===== src/rtl/free_list_ckpt.sv =====
// Circular free list of physical register tags with multi-port alloc/free and
// branch checkpoints that snapshot the allocation head for mispredict recovery.
module free_list_ckpt #(
  parameter int DEPTH    = 64,
  parameter int WIDTH    = 6,
  parameter int NUM_IO   = 3,
  parameter int NUM_CKPT = 4,
  parameter int RST_SKIP = 32,
  localparam int PB = $clog2(DEPTH),
  localparam int IB = $clog2(NUM_IO + 1),
  localparam int CB = $clog2(NUM_CKPT)
) (
  input  logic              clk,
  input  logic              rst,
  input  logic [NUM_IO-1:0] alloc_req,
  output logic              alloc_grant,
  output logic [WIDTH-1:0]  alloc_val [NUM_IO],
  input  logic [NUM_IO-1:0] free_en,
  input  logic [WIDTH-1:0]  free_val [NUM_IO],
  input  logic              ckpt_save,
  output logic              ckpt_ok,
  output logic [CB-1:0]     ckpt_id,
  input  logic              ckpt_release,
  input  logic              restore_en,
  input  logic [CB-1:0]     restore_id,
  output logic [PB:0]       count
);

  logic [WIDTH-1:0] mem [DEPTH];
  logic [PB:0]      head;
  logic [PB:0]      tail;
  logic [PB:0]      snap [NUM_CKPT];
  logic [CB-1:0]    cq_head;
  logic [CB-1:0]    cq_tail;
  logic [CB:0]      cq_cnt;

  logic [IB-1:0]    n;
  logic [IB-1:0]    m;
  logic [IB-1:0]    off  [NUM_IO];
  logic [IB-1:0]    poff [NUM_IO];
  logic [PB:0]      rd_ptr [NUM_IO];
  logic [PB:0]      wr_ptr [NUM_IO];
  logic             do_save;
  logic             do_release;
  logic             slot_valid;
  logic [PB:0]      save_ptr;
  logic [CB-1:0]    restore_depth;
  logic [PB+1:0]    fill_after_free;

  // Requested ports are packed densely: port i takes the off[i]-th free tag.
  always_comb begin
    n = '0;
    m = '0;
    for (int i = 0; i < NUM_IO; i++) begin
      off[i]       = n;
      poff[i]      = m;
      n            = n + IB'(alloc_req[i]);
      m            = m + IB'(free_en[i]);
      rd_ptr[i]    = head + (PB+1)'(off[i]);
      wr_ptr[i]    = tail + (PB+1)'(poff[i]);
      alloc_val[i] = mem[rd_ptr[i][PB-1:0]];
    end
  end

  // Handshake: alloc_req is a request per port; alloc_grant is the single
  // all-or-nothing acknowledge, and a tag is consumed only when both are high.
  assign count       = tail - head;
  assign alloc_grant = !rst && !restore_en && (count >= (PB+1)'(n));

  assign ckpt_ok       = cq_cnt < (CB+1)'(NUM_CKPT);
  assign ckpt_id       = cq_tail;
  assign do_save       = ckpt_save && ckpt_ok && !restore_en;
  assign do_release    = ckpt_release && (cq_cnt != '0) && !restore_en;
  assign save_ptr      = head + (alloc_grant ? (PB+1)'(n) : '0);
  assign restore_depth = restore_id - cq_head;
  assign slot_valid    = (CB+1)'(restore_depth) < cq_cnt;

  always_ff @(posedge clk or posedge rst) begin
    if (rst) begin
      for (int i = 0; i < DEPTH; i++) mem[i] <= WIDTH'(i);
      for (int i = 0; i < NUM_CKPT; i++) snap[i] <= '0;
      head    <= (PB+1)'(RST_SKIP);
      tail    <= {1'b1, {PB{1'b0}}};
      cq_head <= '0;
      cq_tail <= '0;
      cq_cnt  <= '0;
    end else begin
      // Frees land every cycle, even while a restore rewinds the head.
      for (int i = 0; i < NUM_IO; i++)
        if (free_en[i]) mem[wr_ptr[i][PB-1:0]] <= free_val[i];
      tail <= tail + (PB+1)'(m);
      if (restore_en) begin
        head    <= snap[restore_id];
        cq_tail <= restore_id;
        cq_cnt  <= (CB+1)'(restore_depth);
      end else begin
        if (alloc_grant) head <= head + (PB+1)'(n);
        if (do_save) begin
          snap[cq_tail] <= save_ptr;
          cq_tail       <= cq_tail + CB'(1);
        end
        if (do_release) cq_head <= cq_head + CB'(1);
        if (do_save && !do_release)      cq_cnt <= cq_cnt + (CB+1)'(1);
        else if (!do_save && do_release) cq_cnt <= cq_cnt - (CB+1)'(1);
      end
    end
  end

  assign fill_after_free = {1'b0, count} + (PB+2)'(m);

  assert property (@(posedge clk) disable iff (rst) fill_after_free <= (PB+2)'(DEPTH));
  assert property (@(posedge clk) disable iff (rst) restore_en |-> slot_valid);

endmodule


===== config.mk =====
export PLATFORM = sky130hd
export DESIGN_NAME = free_list_ckpt
export DESIGN_NICKNAME = d
export VERILOG_FILES = /design/src/rtl/free_list_ckpt.sv
export SDC_FILE = /design/constraint.sdc
export NUM_CORES = 2
export LEC_CHECK = 0
export BUFFER_PORTS_ARGS = -buffer_cell sky130_fd_sc_hd__buf_2
export CAP_MARGIN = 15
export CORE_MARGIN = 5
export CORE_UTILIZATION = 50
export CTS_CLUSTER_DIAMETER = 60
export DETAILED_ROUTE_END_ITERATION = 7
export GPL_ROUTABILITY_DRIVEN = 0
export PLACE_DENSITY = 0.66
export RECOVER_POWER = 25
export SETUP_SLACK_MARGIN = 0.4
export SLEW_MARGIN = 20
export SYNTH_ARGS = -nofsm -noshare
export SYNTH_HDL_FRONTEND = slang
export SYNTH_SLANG_ARGS = --single-unit

===== constraint.sdc =====
create_clock -name clk -period 16.3 [get_ports clk]
set_clock_uncertainty 0.15 [all_clocks]
set_input_delay 0.815 -clock clk [delete_from_list [all_inputs] [get_ports clk]]
set_output_delay 0.815 -clock clk [all_outputs]
set_load 0.01 [all_outputs]

* After elaboration in Yosys (flattened, before gate mapping)
Cells that the tools add are included.
Storage, ports and cells: register bits after elaboration 433, latch bits 0, memory bits (writable) 0, ROM bits 0, input bits 31, word-level logic and storage cells 170, memories kept 0
Cells by class: add/sub/neg operators 17, $mul 0, div/mod/pow operators 0, magnitude comparators 14, equal/unequal tests 0, shifts and indexed selects 0, multiplexer cells 35, bitwise operators 9, reductions and logical operators 22
Operators by type and width (count):
- 384-bit bitwise mux | 3
- 384-bit 2-to-1 mux | 3
- 6-bit binary-select mux with 6-bit select | 3
- 6-bit demux with 6-bit select | 3
- 6-bit 2-to-1 mux | 9
- 7-bit greater-or-equal comparator, second input constant | 6
- 6-bit inverter with 7-bit output | 6
- 7-bit 2-to-1 mux | 5
- 28-bit bitwise mux | 1
- 7-bit by 2-bit adder with 7-bit output | 3
- 7-bit by 1-bit < comparator with 1-bit output, second input constant | 3
- 7-bit binary-select mux with 2-bit select | 1
- 7-bit demux with 2-bit select | 1
- 6-bit by 1-bit adder with 6-bit output | 2
- 6-bit by 2-bit adder with 6-bit output | 2
- 1-bit logical AND | 12
- 3-bit 2-to-1 mux | 3
- 7-bit by 2-bit greater-or-equal comparator with 1-bit output | 1
- 7-bit subtractor | 1
- 3-bit greater-or-equal comparator, second input constant | 2
- 2-bit 2-to-1 mux | 3
- 2-bit inverter with 3-bit output | 2
- 3-bit nonzero test | 2
- 1-bit by 1-bit adder with 2-bit output | 2
- 11 further kinds | 18

* Logic depth before layout (Yosys ltp)
word-level depth 11, mapped depth 17

* Least setup slack after synthesis
Ideal clock, no wire load.
kind input to register, start input rst, end register snap[12] (netlist bit), library setup time 0.129 ns, data arrival time 12.047 ns, data required time 16.021 ns, path slack 3.973 ns, stages on the path 8, buffers on the path 0, path through inv_1 > o21ai_0 > nor3_1 > ha_1 > a21o_1 > nor2b_1 > xnor2_1 > o21ai_0
Between the ends: longest elaborated chain between the ends 6
Ends and longest elaborated chain:
- from (decl) | RTL line 14 | input logic rst,
- 1-bit zero test (no line)
- 1-bit logical AND (2 in a row) | RTL line 68 | assign alloc_grant = !rst && !restore_en && (count >= (PB+1)'(n));
- 2-bit 2-to-1 mux | RTL line 74 | assign save_ptr = head + (alloc_grant ? (PB+1)'(n) : '0);
- 7-bit by 2-bit adder with 7-bit output | RTL line 74
- 28-bit bitwise mux | RTL line 99 | snap[cq_tail] <= save_ptr;
- to (signal, indexed assignment) | RTL line 99
- to (decl) | RTL line 32 | logic [PB:0] snap [NUM_CKPT];
Every way passes these cells. A chain may end at the register's enable or synchronous reset.

==> impl_metrics.json <==
{
  "power.density_nw_per_um2": 222,
  "critical_path_class": "primary input to async pin",
  "grt_pass1_vias": 31000,
  "rsz0062_at_grt": "false",
  "top_usage_layer": "met2",
  "crit_chain": "clkbuf_1, clkinvlp_2, clkbuf_1, buf_4, buf_4",
  "wl_per_cell_um": 36.9,
  "io_buffers": 59,
  "clock.fmax_mhz": 121,
  "fillers": 6015,
  "areaGrowthSynthToFinish_pct": 7.05,
  "synth_seq_cells": 433,
  "dp_slack_ps": 9960,
  "fin_crit_ps": 8250,
  "failed_checks": "max-capacitance violations, max-slew violations",
  "cts_hold_buffers": 0,
  "power.share.switching": 0.440,
  "grt_max_degree": 105,
  "ctsResizeCount": 0,
  "drive_gt1_frac": 0.473,
  "cts_buffer_depth": 3,
  "syn_nets": 3244,
  "seq_area_um2": 11100,
  "multiInputGateArea_um2": 24800,
  "drt-total-wl_um": 150000,
  "ys_async_sr_fraction": 1.00,
  "drt-initial-drc-count": 4682,
  "synthTopCellsByArea": "mux4_2, mux2_2, dfrtp_1, dfstp_2, mux2i_1",
  "cts_root_buffer": "clkbuf_16",
  "post-cts-setup-buffer-count": 0,
  "grt_pass1_wl_um": 217000,
  "drt.antenna.violating_nets": 0,
  "p_leak_nw": 15.7,
  "initial_core_util": 0.507,
  "critPathSlowestCell": "clkbuf_1",
  "setup_viol": 0,
  "antenna_found_initial": 11,
  "synthCells": 3175,
  "clockPowerShare": 0.133,
  "synth-edff-count": 0,
  "status": "complete, but fails checks",
  "hpwl_um": 97000,
  "clock_sinks": 433,
  "maxCapViolCount": 4,
  "worstSetupStartpointType": "primary input",
  "instances_no_fill": 4052,
  "critPathTopFamily": "buffers and inverters",
  "synth_flop_cell": "dfrtp_1",
  "yosys_warnings": 0,
  "cp.arrival_ps": 8710,
  "ir_drop_uv": 123,
  "insertion_delay_ps": 620,
  "vias": 31100,
  "cp_max_fo": 104,
  "pwr-share-comb": 0.584,
  "place_inst": 3941,
  "yosysTopAreaCellShare": 0.230,
  "top_level_ports": 60,
  "tns_ps": 0,
  "tightest_slew_ps": 4850,
  "die_h_um": 282,
  "dr.pass1.iters": 8,
  "finalNetCount": 3107,
  "cts_tree": "yes",
  "drc_errors": 0,
  "yosysTopAreaCell": "mux4_2",
  "seq_area_frac_synth": 0.299,
  "finalCritPeriodShare": 0.506,
  "viasPerCell": 7.67,
  "pwr-share-seq": 0.283,
  "p_sw_mw": 3.89,
  "die-area_um2": 79700,
  "grt_use_met3": 0.149,
  "holdCritPathClass": "register to register",
  "die_w_um": 282,
  "timing.critical_path.buf_inv": 5,
  "coreArea_um2": 73200,
  "power.internal_mw": 4.94,
  "gr-usage-met1": 0.443,
  "placed_area_um2": 37900,
  "finalInstanceArea_um2": 39700,
  "worst_slack_ps": 8050,
  "finalMaxSlewViolations": 318,
  "syn-cell-area_um2": 37100,
  "htree_levels": 2,
  "worstPathRequired_ps": 16760,
  "report.final.hold_viol_count": 0,
  "use_met2": 0.533,
  "clk_pin_slew_ps": 60,
  "endpoint_kind": "async pin",
  "cts_made_buffers": 52,
  "overflow": 0,
  "slew_headroom": -2.25,
  "track_usage": 0.370,
  "ys_types": 72,
  "rows": 99,
  "slowest_delay_ps": 2960,
  "synth.avg_cell_area_um2": 11.7
}
-- synth_stat cells, drive strengths merged, types with 8 or more instances --
library cell	count
nor4	56
fa	9
o211ai	8
clkbuf	184
nor3	39
ha	29
a211oi	10
dfstp	194
a2111oi	8
xor2	11
mux2i	282
mux2	596
buf	135
a21oi	63
nor2b	11
dfrtp	239
inv	20
a22oi	15
xnor2	25
nor2	95
nand3	34
nand4	48
nand2b	10
o21ai	269
a221oi	11
nand2	339
mux4	379
-- flip-flops by register name (all words and copies together) (netlist names) --
signal   flops
ckpt_id      2
cq_head      2
mem        384
snap        28
head         7
cq_cnt       3
tail         7
-- area by class of cell --
cell class                 count  area share
tap                          959      0.0302
multi-input combinational   2402       0.624
clock inverter                17     0.00425
sequential                   433       0.279
antenna                       13    0.000819
timing repair buffer         128      0.0211
clock buffer                  79      0.0381
inverter                      21     0.00202
-- through the flow --
stage | utilization | power [mW] | hold slack, ps
6_report | 0.542 | 8.83 | 331
5_1_grt | 0.542 | 9.06 | 351
4_1_cts | 0.541 | 8.55 | 242
3_5_place_dp | 0.518 | 7.36 | 323
3_3_place_gp | 0.518 | 7.16 | 307
2_1_floorplan | - | 5.73 | 295
-- metal layers --
layer,vias to the layer above,wire (µm)
met2,2772,62500
li1,12000,-
met3,906,22200
met5,-,203
met4,10,15400
met1,15400,49300
-- worst reg2reg max path, stage by stage, from the launching register on --
cell      delay, ps
dfrtp_4        1020
inv_1           350
fa_1            530
a211oi_1        360
o31ai_1         150
a21oi_1         220
xor2_1          370
clkinv_1        330
o21ai_0         310
nor3_1          100
ha_1            320
a21o_1          140
nand2_1          80
xnor2_1         390
o21ai_0         150
-- power by group through the flow --
stage | Clock [mW] | Sequential, mW | Combinational, mW
2_1_floorplan | 0 | 2.00 | 3.73
3_3_place_gp | 0 | 2.41 | 4.75
3_5_place_dp | 0 | 2.45 | 4.91
4_1_cts | 1.19 | 2.43 | 4.93
5_1_grt | 1.23 | 2.51 | 5.32
6_report | 1.18 | 2.50 | 5.16
-- layout by cell type (no fill, tap or decap), drive strengths merged, types with 9 or more instances in the layout --
cell type | synthesis | layout
xnor2 | 25 | 25
nor2b | 11 | 11
buf | 135 | 122
nand2b | 10 | 10
mux2i | 282 | 282
o21ai | 269 | 269
nor3 | 39 | 39
diode | 0 | 13
nand2 | 339 | 339
mux4 | 379 | 379
a221oi | 11 | 11
nand3 | 34 | 34
nor2 | 95 | 95
dfrtp | 239 | 239
nor4 | 56 | 56
clkinv | 1 | 9
a22oi | 15 | 15
mux2 | 596 | 596
clkbuf | 184 | 85
xor2 | 11 | 11
a211oi | 10 | 10
fa | 9 | 9
inv | 20 | 24
dfstp | 194 | 194
a21oi | 63 | 63
nand4 | 48 | 48
ha | 29 | 29
-- logic make-up after synthesis --
| group | synth area share |
|---|---|
| flip-flops | 0.299 |
| XOR/XNOR | 0.00870 |
| AND/OR/NAND/NOR | 0.0833 |
| adder cells (fa/ha/maj) | 0.0146 |
| buffers and inverters | 0.0382 |
| AO/OA/AOI/OAI | 0.0693 |
| multiplexers | 0.487 |
-- final timing paths --
path	from	to	slack, ps	depth (start not counted)
max	rst	mem[209]	8050	5
min	snap[11]	snap[11]	330	2
max reg2reg	head[1]	snap[10]	11190	14
min reg2reg	snap[11]	snap[11]	330	2
max in group clk	rst	alloc_grant	9220	5
min in group asynchronous	rst	mem[136]	1600	2
Note: power is estimated with default switching activity, not from simulation.
